### config.mk
export PLATFORM = sky130hd
export DESIGN_NAME = gfx_shift_seq
export DESIGN_NICKNAME = d
export VERILOG_FILES = /design/src/rtl/gfx_shift_seq.sv
export SDC_FILE = /design/constraint.sdc
export NUM_CORES = 1
export LEC_CHECK = 0
export CAP_MARGIN = 25
export CELL_PAD_IN_SITES_DETAIL_PLACEMENT = 2
export CELL_PAD_IN_SITES_GLOBAL_PLACEMENT = 2
export CORE_MARGIN = 10
export CORE_UTILIZATION = 33
export CTS_BUF_LIST = sky130_fd_sc_hd__clkbuf_8
export CTS_CLUSTER_SIZE = 10
export DETAILED_ROUTE_END_ITERATION = 12
export PLACE_DENSITY = 0.86
export SYNTH_ARGS = -nofsm -noshare
export SYNTH_HDL_FRONTEND = slang
export SYNTH_SLANG_ARGS = --single-unit
### constraint.sdc
create_clock -name clk -period 1.8 [get_ports clk]
set_input_delay 0.45 -clock clk [delete_from_list [all_inputs] [get_ports clk]]
set_output_delay 0.45 -clock clk [all_outputs]
set_load 0.01 [all_outputs]
### src/rtl/gfx_shift_seq.sv
// Pixel-rate sequencer driving four 4-bit universal shift registers from a one-word ROM buffer.
// Optional macro GFX_SHIFT_SEQ_UNDERRUN_CNT_EN adds a saturating 8-bit underrun counter port.
module gfx_shift_seq (
  input  logic        clk,
  input  logic        RST_n,
  input  logic        pix_cen,
  input  logic        line_start,
  input  logic        flip,
  input  logic [15:0] rom_data,
  input  logic        rom_valid,
  input  logic        clr_err,
  output logic        rom_req,
  output logic        sr_cen,
  output logic        sr_s1,
  output logic        sr_s0,
  output logic [15:0] sr_d,
  output logic        underrun,
`ifdef GFX_SHIFT_SEQ_UNDERRUN_CNT_EN
  output logic [7:0]  underrun_cnt,
`endif
  output logic [1:0]  phase
);

  localparam logic [1:0] MODE_HOLD  = 2'b00;
  localparam logic [1:0] MODE_RIGHT = 2'b01;
  localparam logic [1:0] MODE_LEFT  = 2'b10;
  localparam logic [1:0] MODE_LOAD  = 2'b11;

  logic [15:0] buf_word;
  logic        buf_valid;
  logic        flip_q;
  logic        pending;
  logic [1:0]  mode;
  logic [15:0] interleaved;
  logic        fire;
  logic        load;
  logic        underrun_evt;
  logic        fill;
  logic        pending_nxt;

  assign rom_req = !buf_valid;
  assign {sr_s1, sr_s0} = mode;

  // An event cannot fire while sr_cen is high, otherwise two events would merge into one rising edge.
  assign fire         = !line_start && !sr_cen && (pix_cen || pending);
  assign load         = fire && (phase == 2'd0);
  assign underrun_evt = load && !buf_valid;
  assign fill         = !line_start && rom_valid && !buf_valid;

  always_comb begin
    pending_nxt = 1'b0;
    if (line_start)
      pending_nxt = 1'b0;
    else if (sr_cen)
      pending_nxt = pending || pix_cen;
    else if (pending)
      pending_nxt = pix_cen;
  end

  // Plane-interleave: register b bit n takes bit b of pixel n.
  always_comb begin
    interleaved = '0;
    for (int b = 0; b < 4; b++)
      for (int n = 0; n < 4; n++)
        interleaved[4*b+n] = buf_word[4*n+b];
  end

  always_ff @(posedge clk or negedge RST_n) begin
    if (!RST_n) begin
      phase   <= 2'd0;
      sr_cen  <= 1'b0;
      pending <= 1'b0;
      mode    <= MODE_HOLD;
      sr_d    <= 16'h0000;
      flip_q  <= 1'b0;
    end else begin
      sr_cen  <= fire;
      pending <= pending_nxt;
      if (line_start)
        phase <= 2'd0;
      else if (fire)
        phase <= phase + 2'd1;
      if (load) begin
        mode   <= MODE_LOAD;
        sr_d   <= buf_valid ? interleaved : 16'h0000;
        flip_q <= flip;
      end else if (fire) begin
        mode <= flip_q ? MODE_LEFT : MODE_RIGHT;
      end
    end
  end

  // A fill can only land in an empty buffer, so it never collides with a consuming load.
  always_ff @(posedge clk or negedge RST_n) begin
    if (!RST_n) begin
      buf_valid <= 1'b0;
      buf_word  <= 16'h0000;
      underrun  <= 1'b0;
    end else begin
      if (line_start)
        buf_valid <= 1'b0;
      else if (fill)
        buf_valid <= 1'b1;
      else if (load)
        buf_valid <= 1'b0;
      if (fill)
        buf_word <= rom_data;
      if (underrun_evt)
        underrun <= 1'b1;
      else if (clr_err)
        underrun <= 1'b0;
    end
  end

`ifdef GFX_SHIFT_SEQ_UNDERRUN_CNT_EN
  always_ff @(posedge clk or negedge RST_n) begin
    if (!RST_n)
      underrun_cnt <= 8'h00;
    else if (clr_err)
      underrun_cnt <= underrun_evt ? 8'h01 : 8'h00;
    else if (underrun_evt && underrun_cnt != 8'hFF)
      underrun_cnt <= underrun_cnt + 8'h01;
  end
`endif

endmodule
==> results.cfg <==
[cts]
root_buffer = clkbuf_8
clock_sinks = 41
clk_latency_ns = 0.29
clk_pin_slew_ns = 0.08
cts_max_path_buffers = 2
cts_tree = yes
cts_buffers = 5
cts_max_level = 2

[yosys]
ys_types = 23
ys_ff_latch = 41
syn-num-nets = 160
synth_warnings = 0
syn-mean-instance-area_um2 = 13.1
ys_seq_area_share_pct = 57.7
synth_area_um2 = 1780
synthCells = 136

[finish]
fin_area_um2 = 2450
final_util_pct = 47.4
areaGrowthSynthToFinish_pct = 38.0
n_antenna_cell = 0
drive_gt1_share_pct = 21.8
final_cell_mix = clkdlybuf4s50_1, dfrtp_1, inv_1, nand2_1, mux2i_1
layout_commonest_cell = clkdlybuf4s50_1
fin_nets = 217

[setup_path]
cp_max_fo = 10
crit_arrival_ns = 1.90
critPathKind = in -> reg
cp-start-kind = input pin
reg2reg_setup_slack_ns = 0.22
r2r_cells = 5
crit_path_end_kind = flip-flop
cp.required_ns = 2.00

[pwr]
ir_drop_v = 0.000507
pwr-share-comb_pct = 28.9
swShare_pct = 28.0
power_leakage_uw = 0.00107
p_int_uw = 2010
p_per_area_nw_per_um2 = 1140
p_seq_share_pct = 45.3
p_sw_uw = 781
clkPwrFrac_pct = 25.8

[die]
dieHeight_um = 93.4
core_um2 = 5170
design.die.area_um2 = 8720
start_util_pct = 34.4
pin_count = 46
fp.dieW_um = 93.4
fp-row-count = 26

[timing]
period_needed_ns = 1.70
period_share_pct = 94.7
slew_headroom_pct = 82.3
skew_ns = 0.00873
rsz0062_at_grt = no
tightest_slew_ns = 0.265
hold_viol_final = 0
drv_slew = 0
setup_violations = 0
hold_slack_ns = 0.132
maxClockFrequency_mhz = 587
finalSetupTns_ns = 0

[route]
drc_errors = 0
vias = 1199
dr.pass1.iters = 4
ant_nets = 0
vias_per_cell = 4.56
drt_iter0_drc = 25
wl_um = 4880
routedWlPerCell_um = 18.6

[global_route]
antenna_found_initial = 0
grt_pass1_vias = 1475
grt_max_degree = 42
grtUsageTotal_pct = 11.9
overflow = 0
grt_pass1_wl_um = 8080

[place]
place_area_um2 = 2340
hpwlAfterDp_um = 3730
gp_congestion = 0.728
port_buffers = 45

[run_status]
outcome = complete, no violations

[min_path]
min_path_type = in -> async

[flow_run]
maxCapViolCount = 0
## power by group through the flow
stage | Combinational (uW) | Clock [uW] | Sequential (uW)
after detailed placement | 819 | 0 | 1290
after CTS | 831 | 735 | 1270
after global routing | 886 | 787 | 1300
after floorplan | 317 | 0 | 1310
final | 806 | 721 | 1270
after global placement | 776 | 0 | 1260
## final timing paths
kind | start | endpoint
setup / recovery | pix_cen | sr_d[6]
hold / removal | RST_n | mode[1]
setup reg to reg | phase[0] | sr_d[6]
hold reg to reg | buf_word[1] | buf_word[1]
max in group asynchronous | RST_n | sr_d[9]
min in group clk | buf_word[1] | buf_word[1]
## synth_stat cells, drive strengths merged
library cell,instances,area [um2]
a22o,1,8.76
o21ai,2,10.0
nand2b,1,6.26
o21bai,1,18.8
nand2,17,63.8
nor2,5,18.8
inv,20,75.1
mux2,19,251
dfrtp,41,1030
buf,6,66.3
nor3b,2,31.3
ha,1,12.5
a211oi,1,7.51
mux2i,16,160
a21oi,1,5.00
o31ai,1,7.51
xnor2,1,8.76
## sequential cells by signal, summed over array words and instances (netlist names)
register / cells
buf_word: 16
sr_d: 16
mode: 2
phase: 2
buf_valid: 1
flip_q: 1
pending: 1
sr_cen: 1
underrun: 1
## critical path, cell delays in order
cell and delay (ns):
clkdlybuf4s50_1 0.54, o21bai_4 0.13, nor3b_4 0.27, buf_4 0.27, mux2i_1 0.23
## logic make-up (layout without fill, tap and decap cells)
kind of cell | count (synthesis) | count (layout) | synth area share, %
buffers and inverters | 26 | 83 | 7.95
adders and majority gates | 1 | 1 | 0.704
xor gates and xnor gates | 1 | 1 | 0.493
muxes | 35 | 35 | 23.2
DFF | 41 | 41 | 57.7
and+or+nand+nor | 25 | 25 | 6.76
AOI/OAI and AO/OA | 7 | 7 | 3.24
## cell type report
cell class	instances	area, um2
fillers	532	2720
well taps	70	87.6
repair buffers	56	543
clock inverters	2	35.0
clock buffers	5	68.8
multi-input cells	69	617
inverters	20	75.1
flip-flops and latches	41	1030
## what timing repair did
item | 4_1_cts | 5_1_grt
endpoints found under the setup margin | 1 | 1
hold buffers | 0 | 0
gates resized for setup | 1 | 1
buffers inserted | 1 | 0
pin swaps | 0 | 0
## through the flow
step / total power [uW] / setup WS (ns) / instances
after floorplan: 1630 / 0.286 / 136
after global placement: 2040 / -0.106 / 255
after detailed placement: 2100 / -0.192 / 255
after CTS: 2840 / 0.00408 / 263
after global routing: 2980 / 0.0213 / 263
final: 2790 / 0.0960 / 263
## metal layers
metal,global-route usage [%],part of all wire [%]
met5,0,0
met4,2.70,0.82
met3,4.56,6.1
met2,20.9,52
met1,13.2,41
Note: power is estimated with default switching activity, not from simulation.
